**config.mk**
```make
export PLATFORM = sky130hd
export DESIGN_NAME = tl_dma_copy
export DESIGN_NICKNAME = d
export VERILOG_FILES = /design/src/rtl/tl_dma_copy_pkg.sv /design/src/rtl/tl_dma_copy.sv
export SDC_FILE = /design/constraint.sdc
export NUM_CORES = 1
export LEC_CHECK = 0
export CORE_MARGIN = 2
export CORE_UTILIZATION = 41
export CTS_CLUSTER_DIAMETER = 150
export DETAILED_ROUTE_END_ITERATION = 12
export PLACE_DENSITY_LB_ADDON = 0.2
export SLEW_MARGIN = 20
export SYNTH_ARGS = -nofsm -noshare
export SYNTH_HDL_FRONTEND = slang
export SYNTH_SLANG_ARGS = --single-unit
```
**constraint.sdc**
```tcl
create_clock -name clk_i -period 14.25 [get_ports clk_i]
set_input_delay 3.5625 -clock clk_i [delete_from_list [all_inputs] [get_ports clk_i]]
set_output_delay 3.5625 -clock clk_i [all_outputs]
set_load 0.02 [all_outputs]
```
**src/rtl/tl_dma_copy_pkg.sv**
```systemverilog
// -----------------------------------------------------------------------------
// tl_dma_copy_pkg
//   Shared types and constants for the TileLink copy engine:
//   - beat geometry (BeatBytes / BeatSize) for a 128-bit TL data path
//   - TL-UL A/D channel opcode encodings
//   - copy-engine state enum
//   - small alignment helper
// -----------------------------------------------------------------------------
package tl_dma_copy_pkg;

    localparam int BeatBytes = 16;
    localparam int BeatSize  = 4;   // log2(BeatBytes); also the TL a_size value
    localparam int SizeWidth = 3;

    typedef enum logic [2:0] {
        TL_PUT_FULL_DATA    = 3'd0,
        TL_PUT_PARTIAL_DATA = 3'd1,
        TL_ARITHMETIC_DATA  = 3'd2,
        TL_LOGICAL_DATA     = 3'd3,
        TL_GET              = 3'd4,
        TL_INTENT           = 3'd5,
        TL_ACQUIRE_BLOCK    = 3'd6,
        TL_ACQUIRE_PERM     = 3'd7
    } tl_a_op_e;

    typedef enum logic [2:0] {
        TL_ACCESS_ACK      = 3'd0,
        TL_ACCESS_ACK_DATA = 3'd1,
        TL_HINT_ACK        = 3'd2,
        TL_GRANT           = 3'd4,
        TL_GRANT_DATA      = 3'd5,
        TL_RELEASE_ACK     = 3'd6
    } tl_d_op_e;

    typedef enum logic [2:0] {
        IDLE   = 3'd0,
        GET_A  = 3'd1,
        GET_D  = 3'd2,
        PUT_A  = 3'd3,
        PUT_D  = 3'd4,
        FINISH = 3'd5
    } dma_state_e;

    // True when the low address/length bits within one beat are all zero.
    function automatic logic beat_aligned(input logic [BeatSize-1:0] low_bits);
        return (low_bits == '0);
    endfunction

endpackage

```
**src/rtl/tl_dma_copy.sv**
```systemverilog
// -----------------------------------------------------------------------------
// tl_dma_copy
//   TileLink initiator that copies a contiguous, beat-aligned memory region,
//   one beat at a time: single-beat Get, then PutFullData of the returned data.
//   Only one request is ever outstanding. The host never caches lines, so B is
//   drained (b_ready tied high) and C/E are never used.
//
// Ports
//   clk_i, rst_i          clock; asynchronous active-high reset
//   start_i               start pulse, honoured only while idle
//   src_i, dst_i, len_i   source / destination byte address, byte count
//   busy_o                high from accepted start until the cycle after done_o
//   done_o                one-cycle completion pulse (also on error)
//   error_o               sticky error, cleared by the next accepted start
//   host_a_*              TL A channel request (registered)
//   host_b_ready          tied 1
//   host_c_valid          tied 0
//   host_d_*              TL D channel response; host_d_ready tied 1
//   host_e_valid          tied 0
//
// State table
//   state  | meaning
//   IDLE   | waiting for start_i; busy_o drops here after FINISH
//   GET_A  | Get request presented, held until a_ready
//   GET_D  | waiting for AccessAckData, captures the beat
//   PUT_A  | PutFullData of the buffered beat, held until a_ready
//   PUT_D  | waiting for AccessAck; advances pointers and beat count
//   FINISH | pulses done_o, returns to IDLE
// -----------------------------------------------------------------------------
module tl_dma_copy
    import tl_dma_copy_pkg::*;
#(
    parameter int DataWidth   = 128,
    parameter int AddrWidth   = 38,
    parameter int SourceWidth = 3,
    parameter int SinkWidth   = 4,
    parameter int LenWidth    = 20
) (
    input  logic                   clk_i,
    input  logic                   rst_i,

    input  logic                   start_i,
    input  logic [AddrWidth-1:0]   src_i,
    input  logic [AddrWidth-1:0]   dst_i,
    input  logic [LenWidth-1:0]    len_i,
    output logic                   busy_o,
    output logic                   done_o,
    output logic                   error_o,

    output logic                   host_a_valid,
    output logic [2:0]             host_a_opcode,
    output logic [2:0]             host_a_param,
    output logic [SizeWidth-1:0]   host_a_size,
    output logic [SourceWidth-1:0] host_a_source,
    output logic [AddrWidth-1:0]   host_a_address,
    output logic [DataWidth/8-1:0] host_a_mask,
    output logic [DataWidth-1:0]   host_a_data,
    output logic                   host_a_corrupt,
    input  logic                   host_a_ready,

    output logic                   host_b_ready,
    output logic                   host_c_valid,

    input  logic                   host_d_valid,
    input  logic [2:0]             host_d_opcode,
    input  logic [SizeWidth-1:0]   host_d_size,
    input  logic [SourceWidth-1:0] host_d_source,
    input  logic [SinkWidth-1:0]   host_d_sink,
    input  logic                   host_d_denied,
    input  logic [DataWidth-1:0]   host_d_data,
    input  logic                   host_d_corrupt,
    output logic                   host_d_ready,

    output logic                   host_e_valid
);

    localparam int                   BeatsWidth = LenWidth - BeatSize;
    localparam logic [AddrWidth-1:0] BeatIncr   = AddrWidth'(BeatBytes);

    dma_state_e            state;
    logic [AddrWidth-1:0]  cur_src;
    logic [AddrWidth-1:0]  cur_dst;
    logic [BeatsWidth-1:0] beats;
    logic [DataWidth-1:0]  beat_buf;

    logic start_ok;
    logic get_resp;
    logic put_resp;

    // D-channel fields the engine does not need: single source, no sink use.
    logic unused_d;
    assign unused_d = ^{host_d_size, host_d_source, host_d_sink};

    // Constant parts of every A request: full-beat, source 0, never corrupt.
    assign host_a_param   = 3'd0;
    assign host_a_size    = SizeWidth'(BeatSize);
    assign host_a_source  = '0;
    assign host_a_mask    = '1;
    assign host_a_corrupt = 1'b0;
    assign host_a_data    = beat_buf;

    assign host_b_ready = 1'b1;
    assign host_c_valid = 1'b0;
    assign host_d_ready = 1'b1;
    assign host_e_valid = 1'b0;

    assign start_ok = beat_aligned(src_i[BeatSize-1:0])
                   && beat_aligned(dst_i[BeatSize-1:0])
                   && beat_aligned(len_i[BeatSize-1:0]);

    // Responses only count in their wait state and with the matching opcode;
    // anything else is swallowed by the always-ready D channel.
    assign get_resp = host_d_valid && (host_d_opcode == TL_ACCESS_ACK_DATA);
    assign put_resp = host_d_valid && (host_d_opcode == TL_ACCESS_ACK);

    always_ff @(posedge clk_i or posedge rst_i) begin
        if (rst_i) begin
            state          <= IDLE;
            cur_src        <= '0;
            cur_dst        <= '0;
            beats          <= '0;
            beat_buf       <= '0;
            busy_o         <= 1'b0;
            done_o         <= 1'b0;
            error_o        <= 1'b0;
            host_a_valid   <= 1'b0;
            host_a_opcode  <= TL_GET;
            host_a_address <= '0;
        end else begin
            done_o <= 1'b0;

            case (state)
                IDLE: begin
                    busy_o <= 1'b0;
                    if (start_i) begin
                        busy_o  <= 1'b1;
                        error_o <= 1'b0;
                        cur_src <= src_i;
                        cur_dst <= dst_i;
                        beats   <= len_i[LenWidth-1:BeatSize];
                        if (!start_ok) begin
                            error_o <= 1'b1;
                            state   <= FINISH;
                        end else if (len_i == '0) begin
                            state <= FINISH;
                        end else begin
                            host_a_valid   <= 1'b1;
                            host_a_opcode  <= TL_GET;
                            host_a_address <= src_i;
                            state          <= GET_A;
                        end
                    end
                end

                GET_A: begin
                    if (host_a_ready) begin
                        host_a_valid <= 1'b0;
                        state        <= GET_D;
                    end
                end

                GET_D: begin
                    if (get_resp) begin
                        beat_buf <= host_d_data;
                        if (host_d_denied || host_d_corrupt) begin
                            error_o <= 1'b1;
                            state   <= FINISH;
                        end else begin
                            host_a_valid   <= 1'b1;
                            host_a_opcode  <= TL_PUT_FULL_DATA;
                            host_a_address <= cur_dst;
                            state          <= PUT_A;
                        end
                    end
                end

                PUT_A: begin
                    if (host_a_ready) begin
                        host_a_valid <= 1'b0;
                        state        <= PUT_D;
                    end
                end

                PUT_D: begin
                    if (put_resp) begin
                        if (host_d_denied) begin
                            error_o <= 1'b1;
                            state   <= FINISH;
                        end else begin
                            cur_src <= cur_src + BeatIncr;
                            cur_dst <= cur_dst + BeatIncr;
                            beats   <= beats - BeatsWidth'(1);
                            if (beats == BeatsWidth'(1)) begin
                                state <= FINISH;
                            end else begin
                                host_a_valid   <= 1'b1;
                                host_a_opcode  <= TL_GET;
                                host_a_address <= cur_src + BeatIncr;
                                state          <= GET_A;
                            end
                        end
                    end
                end

                FINISH: begin
                    // busy_o stays high through the done_o cycle and is
                    // dropped by IDLE one cycle later.
                    done_o <= 1'b1;
                    state  <= IDLE;
                end

                default: begin
                    host_a_valid <= 1'b0;
                    state        <= IDLE;
                end
            endcase
        end
    end

endmodule

```
==> results of run 1 <==
[state kept, by name, indices dropped and copies added (netlist names)]
name and count:
host_a_valid 1, host_a_address 38, error_o 1, cur_src 38, cur_dst 38, done_o 1, state 3, beats 16
host_a_data 128, host_a_opcode 1, busy_o 1
[per-layer routing]
layer	track usage, %	share of wire, %	vias to the layer above
li1	-	-	5555
met1	34.2	41	6072
met2	44.6	50	566
met3	3.87	7.3	70
met4	5.97	2.2	4
met5	0	0.050	-
[cell usage after synthesis (27+ instances only)]
cell type	instances	area (um^2)
nor4_1	27	169
nor2_1	77	289
dfrtp_1	265	6630
clkbuf_1	53	199
nand3_1	52	260
a22oi_1	35	263
a21oi_1	87	435
nand2_1	78	293
a31oi_1	43	269
buf_4	33	248
nand4_1	31	194
buf_2	38	190
mux2_2	162	1820
o21ai_0	71	355
[cell type report]
cell class / count / area (um^2) / area share (%)
inverters: 17 / 71.3 / 0.377
clock inverters: 12 / 185 / 0.978
well taps: 442 / 553 / 2.92
repair buffers: 418 / 4180 / 22.1
diodes: 1 / 2.50 / 0.0132
clock buffers: 41 / 883 / 4.67
flip-flops and latches: 266 / 6660 / 35.2
multi-input cells: 933 / 6400 / 33.8
[kinds of logic (layout without fill, tap and decap cells)]
logic type,after synthesis,after routing
AOI/OAI and AO/OA,353,353
xor gates and xnor gates,14,14
adders and majority gates,4,4
buffers and inverters,149,488
DFF,266,266
muxes,169,169
other,2,33
and+or+nand+nor,361,361
[power by group through the flow]
| stage | registers (mW) | clock network [mW] | logic, mW |
|---|---|---|---|
| final | 1.39 | 0.836 | 1.99 |
| after floorplan | 1.50 | 0 | 1.07 |
| after CTS | 1.38 | 0.856 | 2.00 |
| after global placement | 1.37 | 0 | 1.95 |
| after global routing | 1.43 | 0.888 | 2.15 |
| after detailed placement | 1.39 | 0 | 1.99 |
[tightest hold or removal path, cell delays in order, from the launching register on]
cell and delay [ns]:
dfstp_2 0.36, inv_1 0.05, mux2i_1 0.06
[how the worst max path moves through the flow]
stage	to	slack, ns	cells after the start
floorplan	beats[0]	3.36	1
global placement	host_a_data[37]	7.54	5
detailed placement	cur_dst[35]	7.51	7
CTS	cur_dst[35]	8.09	7
global route	cur_dst[35]	7.93	7
finish	cur_dst[35]	8.03	7
[per-stage QoR]
step           instances  hold WS, ns  area, um^2
2_1_floorplan       1348        0.457       13800
4_1_cts             2128        0.474       18900
3_5_place_dp        2075        0.463       17800
3_3_place_gp        2075        0.457       17800
6_report            2130        0.473       18900
5_1_grt             2130        0.493       18900
==> impl_metrics.yaml, run 1 <==
outcome:
  status: "completed"
grt:
  antenna_found_initial: 3
  grt_usage_pct: 25.8
  grt_max_degree: 136
  grt-ovfl-total: 0
  grt_pass1_vias: 11837
  grt_pass1_wl_mm: 71.0
cts:
  htree_num_levels: 1
  cts_tree: "yes"
  post_cts_buffers: 0
  cts_max_path_buffers: 3
  path_clk_slew_ns: 0.06
  clock_sinks: 266
  clkLatencyLatePin_ns: 0.56
  cts_resized: 0
  hold_buffers: 0
  root_buffer: "clkbuf_16"
  cts_buffers: 30
power:
  p_switching_mw: 1.74
  p_sw_share_pct: 41.3
  power_leakage_nw: 7.92
  p_per_area_mw_per_mm2: 223
  comb_power_share_pct: 47.3
  power.total_mw: 4.22
  internal_power_mw: 2.48
  peakVddDrop_v: 0.000240
  seqPwrFrac_pct: 32.9
  clockPowerShare_pct: 19.8
final_layout:
  nets: 1914
  finalCoreUtilization_pct: 58.0
  final_layout_size_suffix_gt1_share_pct: 15.1
  fillers: 2723
  mostFrequentLayoutCells: "clkdlybuf4s50_1, dfrtp_1, mux2_2, a21oi_1, nand2_1"
  area_growth_pct: 38.8
  mostFrequentLayoutCell: "clkdlybuf4s50_1"
synthesis:
  synth_fa_ha_area_share_pct: 0.367
  synth_flop_cell: "dfrtp_1"
  syn-instance-count: 1318
  ys_warn_count: 0
  syn_area_mm2: 0.0136
  synth_edf_count: 0
  synth-xor-area-share_pct: 0.899
  ys_seq_area_share_pct: 48.8
  ys_ff_latch: 266
  async_reset_ff_share_pct: 100
  ys_types: 75
  synth_compound_gate_area_share_pct: 16.6
  synth_top_family_by_area: "compound AO/OA/AOI/OAI gates"
  yosys.area_share.simple_pct: 13.9
  synth_mux_area_share_pct: 13.9
  syn_area_per_cell_um2: 10.3
floorplanning:
  die_h_um: 186
  io_pins: 447
  fp-row-count: 66
  core-area_mm2: 0.0326
  die_x_um: 186
  fp.dieArea_mm2: 0.0347
  start_util_pct: 41.8
setup_path:
  reg2reg_depth: 6
  crit_type: "in -> reg"
  path_cells: "clkdlybuf4s50_1 > nor4b_1 > o22a_2 > buf_4 > nand3_1 > o32ai_1 > nor2_1"
  max_stage_delay_ns: 0.91
  critPathArrivalTime_ns: 6.65
  crit_start: "host_d_opcode[0]"
  crit_family: "simple AND/OR/NAND/NOR gates"
  critical_path_peak_fanout: 86
  r2r-end: "host_a_data[115]"
  cp-end-kind: "flop"
  crit_required_ns: 14.68
  cp-start-kind: "input port"
  crit_buf_inv: 2
  r2r_start: "state[1]"
  r2r_slack_ns: 10.86
  crit_slowest_cell: "nor4b_1"
sta:
  finalWorstSetupSlack_ns: 8.03
  slew_headroom_pct: 23.0
  fmax_mhz: 161
  tns_ns: 0
  slew_viol_final: 0
  finalSetupViolCount: 0
  fin_crit_ns: 6.22
  hold_viol: 0
  finClkSkew_ns: 0.0144
  worst_slew_pin_slew_ns: 1.14
  timing.final.crit_share_pct: 43.7
  rsz0062_at_grt: "false"
placed_design:
  portBuffers: 404
  place.gp.congestion: 0.923
  hpwl_mm: 32.4
  preCtsSetupSlack_ns: 7.51
routing:
  vias: 12267
  drtPass1Iterations: 6
  avgViaCountPerCell: 5.76
  antenna_left: 0
  drtIter0Drc: 1171
  drc: 0
  finalWirelength_mm: 45.9
  wl_per_cell_um: 21.5
min_path:
  min_from: "host_a_opcode[2]"
  holdCritPathClass: "reg -> reg"
  hold_depth: 2
  hold_end: "host_a_opcode[2]"
run:
  maxCapViolations: 0
Power figures use the tool's default switching activity.
==> run 2: changes to the inputs <==
Clock period 14.25 ns to 5.05 ns, I/O delays scaled along.
==> run 2 against run 1 <==
Worst setup slack worse by 6.4 ns. Global-route usage about the same. First-iteration DRC count up 11%. Final cell count up 0.14%. Via count down 0.59%. Count of clock-buffer cells in the layout down 2.
==> impl_metrics.yaml, run 2 (same netlist as run 1, synthesis figures left out) <==
final_layout:
  mostFrequentLayoutCells: "clkdlybuf4s50_1, dfrtp_1, mux2_2, a21oi_1, nand2_1"
  instances_no_fill: 2133
  stdcell_area_mm2: 0.0189
  nets: 1916
  mostFrequentLayoutCell: "clkdlybuf4s50_1"
  fillers: 2811
  area_growth_pct: 38.7
  final_layout_size_suffix_gt1_share_pct: 15.3
  largest_reg_flops: 128
  finalCoreUtilization_pct: 58.0
routing:
  wl_per_cell_um: 21.5
  avgViaCountPerCell: 5.72
  drtPass1Iterations: 5
  drc: 0
  drtIter0Drc: 1297
  antenna_left: 0
  finalWirelength_mm: 45.9
  vias: 12195
floorplanning:
  io_pins: 447
  die_h_um: 186
  die_x_um: 186
  start_util_pct: 41.8
  core-area_mm2: 0.0326
  fp.dieArea_mm2: 0.0347
  fp-row-count: 66
setup_path:
  cpMostUsedCell: "buf_4"
  critPathArrivalTime_ns: 3.86
  critical_path_peak_fanout: 71
  cp-end-kind: "flop"
  crit_slowest_cell: "buf_4"
  crit_buf_inv: 3
  cp-start-kind: "input port"
  max_stage_delay_ns: 0.81
  crit_type: "in -> reg"
  path_cells: "clkdlybuf4s50_1 > nor3b_1 > nand3_4 > buf_4 > buf_4 > mux2_2"
  crit_family: "buffers and inverters"
  crit_required_ns: 5.48
placed_design:
  placed_area_mm2: 0.0179
  place.gp.congestion: 0.908
  portBuffers: 404
  placed_cells: 2078
  hpwl_mm: 32.8
cts:
  cts_tree: "yes"
  cts_buffers: 30
  clock_sinks: 266
  cts_max_path_buffers: 3
  clkLatencyLatePin_ns: 0.56
  htree_num_levels: 1
  post_cts_buffers: 0
  cts_resized: 0
  root_buffer: "clkbuf_16"
  hold_buffers: 0
  path_clk_slew_ns: 0.06
run:
  maxCapViolations: 0
sta:
  hold_viol: 0
  finalSetupViolCount: 0
  tns_ns: 0
  fin_crit_ns: 3.43
  finClkSkew_ns: 0.0131
  timing.final.crit_share_pct: 67.9
  worst_slew_pin_slew_ns: 0.954
  fmax_mhz: 292
  rsz0062_at_grt: "false"
  slew_headroom_pct: 36.3
  slew_viol_final: 0
grt:
  grt_pass1_vias: 11838
  grt_usage_pct: 25.8
  antenna_found_initial: 4
  grt-ovfl-total: 0
  grt_pass1_wl_mm: 71.4
  grt_max_degree: 141
power:
  p_per_area_mw_per_mm2: 625
  peakVddDrop_v: 0.000351
  power_leakage_nw: 7.89
outcome:
  status: "completed"
min_path:
  holdCritPathClass: "reg -> reg"
run 2: per-layer routing:
layer  routed length, um  vias to the layer above  track usage [%]  part of all wire (%)
li1                    -                     5548                -                     -
met1               18600                     6065             33.6                    41
met2               23000                      504             44.6                    50
met3                3050                       72             4.08                   6.6
met4                1270                        6             7.32                   2.8
met5                  42                        -                0                 0.091
run 2: where the power goes:
group | switching [mW] | total, mW | internal [mW] | leakage [nW]
sequential | 0.878 | 3.91 | 3.03 | 3.34
combinational | 3.16 | 5.66 | 2.51 | 4.05
clock | 0.907 | 2.25 | 1.34 | 0.492
run 2: path summary, 6_finish.rpt:
check                                 start               end  slack (ns)  depth (start not counted)
hold / removal             host_a_opcode[2]  host_a_opcode[2]        0.48                          2
hold reg to reg            host_a_opcode[2]  host_a_opcode[2]        0.48                          2
min in group asynchronous             rst_i   host_a_data[82]        1.16                          2
max in group asynchronous             rst_i  host_a_opcode[2]        2.89                          3
setup / recovery               host_d_valid   host_a_data[79]        1.62                          6
setup reg to reg                   state[1]   host_a_data[79]        2.02                          5
run 2: area by class of cell:
cell class                      count  area (um^2)  share of cell area (%)
Multi-Input combinational cell    933         6410                    33.9
Timing Repair Buffer              420         4210                    22.3
Inverter                           17         67.6                   0.357
Tap cell                          442          553                    2.92
Clock buffer                       39          856                    4.52
Antenna cell                        1         2.50                  0.0132
Clock inverter                     15          163                   0.860
Sequential cell                   266         6660                    35.2
run 2: worst reg2reg max path, cell delays in order (launching register included):
cell,delay (ns)
dfrtp_1,0.59
nor3b_2,0.30
nand3_4,0.11
buf_4,0.58
buf_4,0.84
mux2_2,0.50
run 2: through the flow:
step | power, mW | worst slack [ns] | hold slack, ns
after floorplan | 7.25 | 0.277 | 0.457
after global placement | 9.42 | 1.08 | 0.457
after detailed placement | 9.58 | 1.07 | 0.471
after CTS | 11.9 | 1.66 | 0.483
after global routing | 12.5 | 1.52 | 0.500
final | 11.8 | 1.62 | 0.477
